[config.mk]
export PLATFORM = sky130hd
export DESIGN_NAME = alu_mul_ctrl
export DESIGN_NICKNAME = d
export VERILOG_FILES = /design/src/rtl/alu_mul_ctrl.sv
export SDC_FILE = /design/constraint.sdc
export NUM_CORES = 1
export LEC_CHECK = 0
export BUFFER_PORTS_ARGS = -buffer_cell sky130_fd_sc_hd__clkbuf_2
export CORE_MARGIN = 2
export CORE_UTILIZATION = 44
export CTS_BUF_LIST = sky130_fd_sc_hd__clkbuf_8 sky130_fd_sc_hd__clkbuf_16
export DETAILED_ROUTE_END_ITERATION = 10
export HOLD_SLACK_MARGIN = 0.02
export MAX_ROUTING_LAYER = met4
export PLACE_DENSITY_LB_ADDON = 0.2
export SYNTH_ARGS = -nofsm -noshare
export SYNTH_HDL_FRONTEND = slang
export SYNTH_SLANG_ARGS = --single-unit
[constraint.sdc]
create_clock -name clk -period 1.3 [get_ports clk]
set_input_delay 0.195 -clock clk [delete_from_list [all_inputs] [get_ports clk]]
set_output_delay 0.195 -clock clk [all_outputs]
set_load 0.02 [all_outputs]
[src/rtl/alu_mul_ctrl.sv]
// Shift-add 16x16 unsigned multiply sequencer that borrows the shared ALU via alu_req/alu_gnt.
// Optional product flags output enabled with `define ALU_MUL_FLAGS_EN.
module alu_mul_ctrl (
   input  logic        clk,
   input  logic        rst,
   input  logic        start,
   input  logic [15:0] op_a,
   input  logic [15:0] op_b,
   output logic        busy,
   output logic        done,
   output logic [31:0] prod,
   output logic        alu_req,
   input  logic        alu_gnt,
   output logic [2:0]  alu_op,
   output logic [15:0] alu_a,
   output logic [15:0] alu_b,
   input  logic [15:0] alu_res,
   input  logic [3:0]  alu_flags
`ifdef ALU_MUL_FLAGS_EN
   ,
   output logic [3:0]  flags
`endif
);

   // state | meaning
   // IDLE  | waiting for start, product held
   // RUN   | ALU requested, one shift-add step per granted cycle
   // DONE  | product valid, done pulse, start accepted as in IDLE
   typedef enum logic [1:0] {
      IDLE = 2'd0,
      RUN  = 2'd1,
      DONE = 2'd2
   } state_t;

   state_t      state_q, state_d;
   logic [15:0] mc, hi, lo;
   logic [4:0]  cnt;
   logic        load, step, last;
   logic [15:0] hi_nxt, lo_nxt;
   logic        unused_alu_flags;

   assign unused_alu_flags = ^alu_flags[3:1];
   assign alu_op = 3'b000;
   assign prod   = {hi, lo};
   assign last   = (cnt == 5'd15);
   assign hi_nxt = {alu_flags[0], alu_res[15:1]};
   assign lo_nxt = {alu_res[0], lo[15:1]};

   always_ff @(posedge clk) begin
      if (rst) begin
         state_q <= IDLE;
      end else begin
         state_q <= state_d;
      end
   end

   always_comb begin
      state_d = state_q;
      busy    = 1'b0;
      done    = 1'b0;
      alu_req = 1'b0;
      alu_a   = 16'h0000;
      alu_b   = 16'h0000;
      load    = 1'b0;
      step    = 1'b0;
      case (state_q)
         IDLE: begin
            if (start) begin
               load    = 1'b1;
               state_d = RUN;
            end
         end
         RUN: begin
            busy    = 1'b1;
            alu_req = 1'b1;
            alu_a   = hi;
            alu_b   = lo[0] ? mc : 16'h0000;
            if (alu_gnt) begin
               step = 1'b1;
               if (last) state_d = DONE;
            end
         end
         DONE: begin
            done = 1'b1;
            if (start) begin
               load    = 1'b1;
               state_d = RUN;
            end else begin
               state_d = IDLE;
            end
         end
         default: state_d = IDLE;
      endcase
   end

   always_ff @(posedge clk) begin
      if (rst) begin
         mc  <= 16'h0000;
         hi  <= 16'h0000;
         lo  <= 16'h0000;
         cnt <= 5'd0;
      end else if (load) begin
         mc  <= op_a;
         hi  <= 16'h0000;
         lo  <= op_b;
         cnt <= 5'd0;
      end else if (step) begin
         hi  <= hi_nxt;
         lo  <= lo_nxt;
         cnt <= cnt + 5'd1;
      end
   end

`ifdef ALU_MUL_FLAGS_EN
   logic [31:0] prod_nxt;
   logic        ovf;

   assign prod_nxt = {hi_nxt, lo_nxt};
   assign ovf      = (hi_nxt != 16'h0000);

   // Captured from the final step's result so flags line up with prod in DONE.
   always_ff @(posedge clk) begin
      if (rst || load) begin
         flags <= 4'b0000;
      end else if (step && last) begin
         flags <= {ovf, (prod_nxt == 32'h0), prod_nxt[31], ovf};
      end
   end
`endif

endmodule

==> results of run 1 <==
power by group through the flow:
stage / Sequential [W] / Clock [W] / Combinational, W
CTS: 0.00183 / 0.000932 / 0.000614
global placement: 0.00187 / 0 / 0.000588
finish: 0.00183 / 0.000892 / 0.000614
floorplan: 0.00193 / 0 / 0.000300
detailed placement: 0.00187 / 0 / 0.000595
global route: 0.00185 / 0.00100 / 0.000681
sequential cells by signal (all words and copies together) (netlist names):
register	count
cnt	5
hi	16
lo	16
mc	16
state_q	2
logic make-up (layout without fill, tap and decap cells):
kind of cell	count (synthesis)	in the layout	share of synthesized area (%)
other	1	3	0.160
adders and majority gates	2	2	1.07
DFF	55	55	47.0
AOI/OAI and AO/OA	87	87	18.9
buffers and inverters	30	145	6.78
and+or+nand+nor	130	130	25.8
xor gates and xnor gates	1	1	0.374
repair_timing:
| item | CTS | global route |
|---|---|---|
| gates resized for setup | 39 | 4 |
| endpoints found under the setup margin | 34 | 35 |
| pin swaps | 0 | 2 |
| buffers inserted | 0 | 1 |
cell usage after synthesis (all sizes together):
cell type	instances
and2	16
and3b	1
nor2	3
nand2b	1
a211oi	1
xnor2	1
buf	18
or3	2
nor2b	2
nand2	84
and2b	1
a21oi	68
nand3	1
clkbuf	9
nor3b	1
nand3b	1
and3	17
ha	2
dfxtp	55
conb	1
inv	3
o21ai	18
per-layer routing:
metal  share of wire (%)  track usage, %
met1                  46            23.4
met2                  47            35.4
met3                 6.2            4.12
met4                 1.0            5.18
met5                   0               -
cell type report:
cell class | instances | area share, %
sequential | 55 | 33.4
clock buffer | 5 | 2.08
tap | 70 | 2.65
clock inverter | 3 | 0.492
multi-input combinational | 223 | 33.7
inverter | 3 | 0.341
timing repair buffer | 134 | 27.3
per-stage QoR:
step | instance area, um^2 | setup slack (ns) | util (%) | setup TNS (ns) | hold WS [ns]
3_3_place_gp | 3020 | 0.0412 | 58.8 | 0 | 0.418
4_1_cts | 3280 | -0.279 | 63.8 | -8.03 | 0.0935
2_1_floorplan | 2350 | 0.0232 | - | 0 | 0.331
3_5_place_dp | 3020 | 0.0197 | 58.8 | 0 | 0.425
6_report | 3310 | -0.262 | 64.3 | -7.70 | 0.103
5_1_grt | 3310 | -0.345 | 64.3 | -10.56 | 0.104
cell usage in the layout, fill, tap and decap left out, types with 2 or more instances in the layout:
| cell | count |
|---|---|
| sky130_fd_sc_hd__and3_1 | 16 |
| sky130_fd_sc_hd__and2_1 | 16 |
| sky130_fd_sc_hd__inv_1 | 4 |
| sky130_fd_sc_hd__dfxtp_1 | 52 |
| sky130_fd_sc_hd__nor2_1 | 3 |
| sky130_fd_sc_hd__dfxtp_2 | 3 |
| sky130_fd_sc_hd__buf_4 | 12 |
| sky130_fd_sc_hd__clkbuf_2 | 100 |
| sky130_fd_sc_hd__buf_12 | 2 |
| sky130_fd_sc_hd__or3_1 | 2 |
| sky130_fd_sc_hd__o21ai_0 | 18 |
| sky130_fd_sc_hd__a21oi_1 | 68 |
| sky130_fd_sc_hd__conb_1 | 3 |
| sky130_fd_sc_hd__nand2_1 | 84 |
| sky130_fd_sc_hd__clkbuf_8 | 24 |
critical path, stage by stage (launching register included):
cell and delay [ns]:
sky130_fd_sc_hd__dfxtp_2 0.33, sky130_fd_sc_hd__and2b_1 0.21, sky130_fd_sc_hd__buf_4 0.19, sky130_fd_sc_hd__and3_1 0.18, sky130_fd_sc_hd__clkbuf_2 0.16
path summary, 6_finish.rpt:
| kind | end | slack, ns | cells after the start |
|---|---|---|---|
| hold / removal | hi[15]$_SDFFE_PP0P_ | 0.10 | 3 |
| setup / recovery | alu_b[0] | -0.26 | 4 |
| setup reg to reg | state_q[0]$_SDFFE_PP0P_ | 0.08 | 6 |
| hold reg to reg | mc[10]$_SDFFE_PP0P_ | 0.45 | 2 |
==> results summary, run 1 <==
The critical path launch point type is a register. The worst register-to-register path begins at cnt[1]$_SDFFE_PP0P_. The start point of the critical path is state_q[1]$_SDFFE_PP0P_. The maximum number of buffers from clock root to sink came out at 2. The worst path setup slack after routing is -0.262 ns. Setup violations remaining at the end of the flow were counted as 34. The share of the clock period used by the worst path came out at 120%. The top achievable clock speed is around 0.64 GHz. The number of antenna violations at the first check in global routing came out at 0. The min-delay analysis places its worst path in the category in -> reg.

Between clock sinks in the finished design, the worst skew comes to roughly 0.006 ns. Synthesis instantiated 24 different standard cells from the library. The area growth from synthesis to final layout came out at 41.0%. The cell total after placement is just under 500.

The number of buffers inserted during clock tree synthesis is 5. The number of hold-repair buffers added at the cts stage came out at 0. The number of antenna diodes in the final layout is 0.

The floorplan core area came out at just over 5000 um^2. The final routed wirelength across all metal layers is between 5 and 6 mm. Summing every instance area after synthesis gives around 2300 um^2. The number of standard cells in the layout, taps in and fillers out came out at about 490. The worst endpoint data arrival time came out at about 1.4 ns.

The fraction of layout cells with a size suffix above 1 is 35.5%. The die width came out at 77 um. The final count of pins violating max slew is 0.

The worst ir drop on vdd is between 0.0006 and 0.0007 V. The final-layout fill cell count is around 480. The multi-input combinational cell area is 1110 um^2. The critical path is of the reg -> out type.

For this block, the initial DRC count from the detailed router was 73. The internal power is about 0.0024 W. The number of global-route vias before repair came out at 2162. The sequential area share after synthesis is between 40% and 50%. The overall power after layout came out at 0.00334 W. The power per standard cell area is approximately 1000 nW/um^2. The final net count came out at 480. The largest net degree at the start of global routing is 37. The top fanout value on the critical path came out at 15. The capturing element type of the critical path is a primary output.

The count of nets left with antenna violations once routing finished came out at 0. The total leakage power is between 1.5 and 2 nW. The later-pin clock latency in the skew report came out at roughly 0.30 ns.

After synthesis, the cell types taking the most area are sky130_fd_sc_hd__dfxtp_1, sky130_fd_sc_hd__a21oi_1, sky130_fd_sc_hd__nand2_1. The overall global routing resource usage came out at about 20%. The switching share of total power came out at between 20% and 30%.

In this run the count of I/O pins placed on the die edge is approximately 130. Dividing the detail-routed via count by the number of cells gives 4.82. The HPWL reported at the end of detailed placement is 3.89 mm. The H-tree depth is 2.

Buffers placed on the I/O ports in this run total 119. The instance count of the mapped netlist is about 310. For the worst setup path, the data required time is about 1.1 ns. The standard-cell row count is 26. The root buffer cell chosen for the clock tree is sky130_fd_sc_hd__clkbuf_8. The share of power burned in registers came out at a little over half. The share of the synthesized area in the top cell type came out at between 40% and 50%. The number of warnings reported in the yosys synthesis log is 0.

The combinational group share of total power is around 18%. The global-route wire length before repair is between 9 and 10 mm. The run finished, with violations left. The clock network power share came out at approximately a quarter. The clock net in this run drives a total of 55 sinks. The total via count after detailed routing came out at approximately 2400. Subtracting the final worst setup slack from the clock period gives around 1.6 ns.

The die area came out at ~5900 um^2. The beginning of the worst hold path is alu_flags[0]. The initial utilization of the core area, before any placement, comes to between 40% and 50%. The clock tree from TritonCTS is yes. The average wire length per cell after detail routing came out at roughly 12 um. The switching power total came out at 0.000944 W. The die boundary height came out at 77 um. The number of iterations in the first detailed-routing pass is 4. The clock slew seen by the registers of the worst setup and hold paths came out at approximately 0.09 ns.

Setup repair after global routing could not meet its margin everywhere. The total overflow reported by the global router is 0. The weighted congestion at the end of routability-driven global placement came out at slightly below 0.8.

The final reports fail on setup timing. The sequential standard cell area came out at between 1000 and 1500 um^2. The number of hold violations in the final report is 0.

The post-synthesis sequential element count is 55. The reported max-cap violation count is 0. The synthesized area per cell is approximately 7.7 um^2. Of all cell types, the one taking the most synthesized area is sky130_fd_sc_hd__dfxtp_1. The total DRC errors in the routed layout came out at 0.
No activity file was read; power rests on OpenSTA's default activity.
==> run 2: changes to the inputs <==
REMOVE_ABC_BUFFERS = 1   (was default)
==> results summary, run 2 (synthesis gave the netlist of run 1 again) <==
The final-layout fill cell count came out at 504 (+4.8%). In the layout the commonest cells are sky130_fd_sc_hd__clkbuf_2, sky130_fd_sc_hd__nand2_1, sky130_fd_sc_hd__a21oi_1. The final period demand of the worst path came to 1.57 ns (+0.00416 ns). The setup path with the least slack is of type reg -> out. The starting utilization of the core area came out at 45.6% (unchanged). The total via count after detailed routing is 2383 (+0.34%). The CTS sink count is 55 (unchanged). The die boundary height is 77 um (unchanged).

The worst-case clock skew came out at 0.00604 ns (+0.0000468 ns). The startpoint identified for the worst hold timing path is op_a[4]. The worst endpoint data arrival time is 1.37 ns (about the same).

The final count of pins violating max slew came to 0 (unchanged). The top-level I/O count was 126 (unchanged). The final cell area excluding filler cells is 3220 um^2 (-2.8%). The destination of the worst hold path is mc[4]$_SDFFE_PP0P_. The fraction of layout cells with a size suffix above 1 came out at 35.8% (+0.32 points). The instance area at placement came out at 3050 um^2 (+0.83%). The number of hold-repair buffers added at the cts stage was 0 (unchanged).

The final routed wirelength across all metal layers came to 5.89 mm (+0.55%). The reg-to-reg setup timing slack is 0.06 ns (-0.02 ns). The violation count after the first detailed-route iteration is 110 (+51%). The number of global-route vias before repair is 2242 (+3.7%). The maximum number of buffers from clock root to sink is 2 (unchanged). TritonCTS built the clock tree. The reported max-cap violation count is 0 (unchanged). The clock slew seen by the registers of the worst setup and hold paths is 0.10 ns (about the same). Walking the worst path, the cells encountered are and2b_2 > buf_12 > and3_1 > clkbuf_2.

The share of the clock period used by the worst path came to 120% (+0.32 points). The kind of cell with the highest combined delay along the critical path is simple AND/OR/NAND/NOR gates. The total leakage power came out at 1.57 nW (+1.0%).

The largest registers in the layout are hi (16), lo (16), mc (16). The tightest min-delay check is of the in -> reg type. The number of antenna violations at the first check in global routing came out at 0 (unchanged).

The power per standard cell area is 1100 nW/um^2 (+9.3%). Relative to the synthesized area, the layout overhead comes to 37.1%. The final count of negative-setup-slack endpoints is 34 (unchanged). The number of buffers inserted during clock tree synthesis is 5 (unchanged). The number of hold violations in the final report is 0 (unchanged). The H-tree depth came out at 2 (unchanged). The total buffers and inverters traversed by the critical path came to 2 (unchanged). The floorplan core area is 5140 um^2 (unchanged).

The top achievable clock speed came out at 0.639 GHz (-0.27%). The worst setup path is launched from a register. The antenna cell count is 0 (unchanged).

The number of routed nets with antenna violations came out at 0 (unchanged). The average wire length per cell after detail routing is 12.0 um (+0.75%). The number of iterations in the first detailed-routing pass is 4 (unchanged). The average via count per standard cell is 4.84 (+0.54%). The worst ir drop on vdd came to 0.000549 V (-9.2%). The later-pin clock latency in the skew report came out at 0.30 ns (about the same). Leaving out fill and tap cells, the most frequent cell in the layout is sky130_fd_sc_hd__clkbuf_2.

The standard-cell row count came out at 26 (unchanged). The global-route wire length before repair is 9.94 mm (+3.0%). The cell count of the worst reg-to-reg path is 4 (-2). The overall global routing resource usage came out at 20.9% (+0.85 points). The die width was 77 um (unchanged).

The number of standard cells in the layout, taps in and fillers out was 492 (-0.20%). The total DRC errors in the routed layout is 0 (unchanged). In this run the critical register-to-register path is launched from cnt[0]$_SDFFE_PP0P_.

The highest cell delay on the worst timing path is 0.34 ns (about the same). The final reports fail on setup timing. The flow ran to the end, but the final reports show violations.

The HPWL reported at the end of detailed placement is 4.12 mm (+6.0%). The total overflow reported by the global router came out at 0 (unchanged). The cell depth of the worst hold path is 3 (unchanged).

The aggregate negative setup slack is -7.97 ns (-0.276 ns). Setup repair after global routing could not meet its margin everywhere. The endpoint required time on the critical path came out at 1.11 ns (about the same). The largest net degree at the start of global routing came out at 34 (-8.1%). The top fanout value on the critical path is 26 (+11). In this run the critical register-to-register path is captured at cnt[4]$_SDFFE_PP0P_. The weighted congestion at the end of routability-driven global placement came out at 0.792 (+0.96%). In this run the clock root is driven by a sky130_fd_sc_hd__clkbuf_8. The final net count came out at 480 (unchanged). The worst path setup slack after routing came out at -0.266 ns (-0.00416 ns). The number of I/O port buffers was 119 (unchanged).

The die area is 5930 um^2 (unchanged). The cell total after placement is 484 (unchanged). The cell at the slowest stage of the critical path is sky130_fd_sc_hd__dfxtp_2. The utilization of the core after routing came out at 62.6% (-1.8 points). The worst setup path is captured at a primary output.
## run 2: cell types whose count changed in the layout (fill, tap and decap cells not counted), sizes merged
| cell | change |
|---|---|
| buf | +21 |
| clkbuf | -21 |
| bufinv | +1 |
| clkinv | -1 |
| clkinvlp | -1 |
## run 2: final cells by class
type,count,area [um^2],area share (%)
well taps,70,87.6,2.72
clock inverters,2,33.8,1.05
inverters,3,11.3,0.350
multi-input cells,223,1120,34.8
flip-flops and latches,55,1110,34.5
repair buffers,134,787,24.5
clock buffers,5,68.8,2.14
## run 2: per-stage QoR
step	worst slack (ns)	power (W)	hold WS [ns]
5_1_grt	-0.331	0.00373	0.0980
3_3_place_gp	0.0645	0.00247	0.418
2_1_floorplan	-0.457	0.00218	0.264
3_5_place_dp	0.0485	0.00248	0.425
4_1_cts	-0.270	0.00357	0.0938
6_report	-0.266	0.00355	0.0982
## run 2: how the worst max path moves through the flow
stage | start | endpoint | slack (ns) | cells past startpoint
finish | state_q[1]$_SDFFE_PP0P_ | alu_b[5] | -0.27 | 4
global route | state_q[1]$_SDFFE_PP0P_ | alu_b[6] | -0.33 | 4
CTS | state_q[1]$_SDFFE_PP0P_ | alu_b[5] | -0.27 | 4
detailed placement | state_q[1]$_SDFFE_PP0P_ | alu_b[11] | 0.05 | 4
global placement | state_q[1]$_SDFFE_PP0P_ | alu_b[5] | 0.06 | 4
floorplan | state_q[0]$_SDFFE_PP0P_ | mc[0]$_SDFFE_PP0P_ | -0.46 | 3
## run 2: what timing repair did
item,in CTS,in global routing
setup buffers,1,0
endpoints found under the hold margin,0,0
gates cloned,0,0
endpoints found under the setup margin,35,52
gates resized for setup,8,31
## run 2: where the power goes
part / internal, W / total [W] / leakage [nW] / switching, W
sequential: 0.00178 / 0.00184 / 0.452 / 0.0000657
combinational: 0.000249 / 0.000611 / 1.06 / 0.000362
clock: 0.000558 / 0.00109 / 0.0554 / 0.000536
## run 2: worst min-delay path, delay by kind of cell
family	cells	cell delay, ns
and+or+nand+nor	1	0.04
AOI/OAI and AO/OA	1	0.05
buffers and inverters	1	0.08
## run 2: per-layer routing
layer / vias to the layer above / track usage, % / wire (um)
met5: - / - / 0
met4: 0 / 5.54 / 37
met3: 5 / 4.59 / 313
met2: 68 / 36.8 / 3020
met1: 1077 / 24.2 / 2520
li1: 1233 / - / -
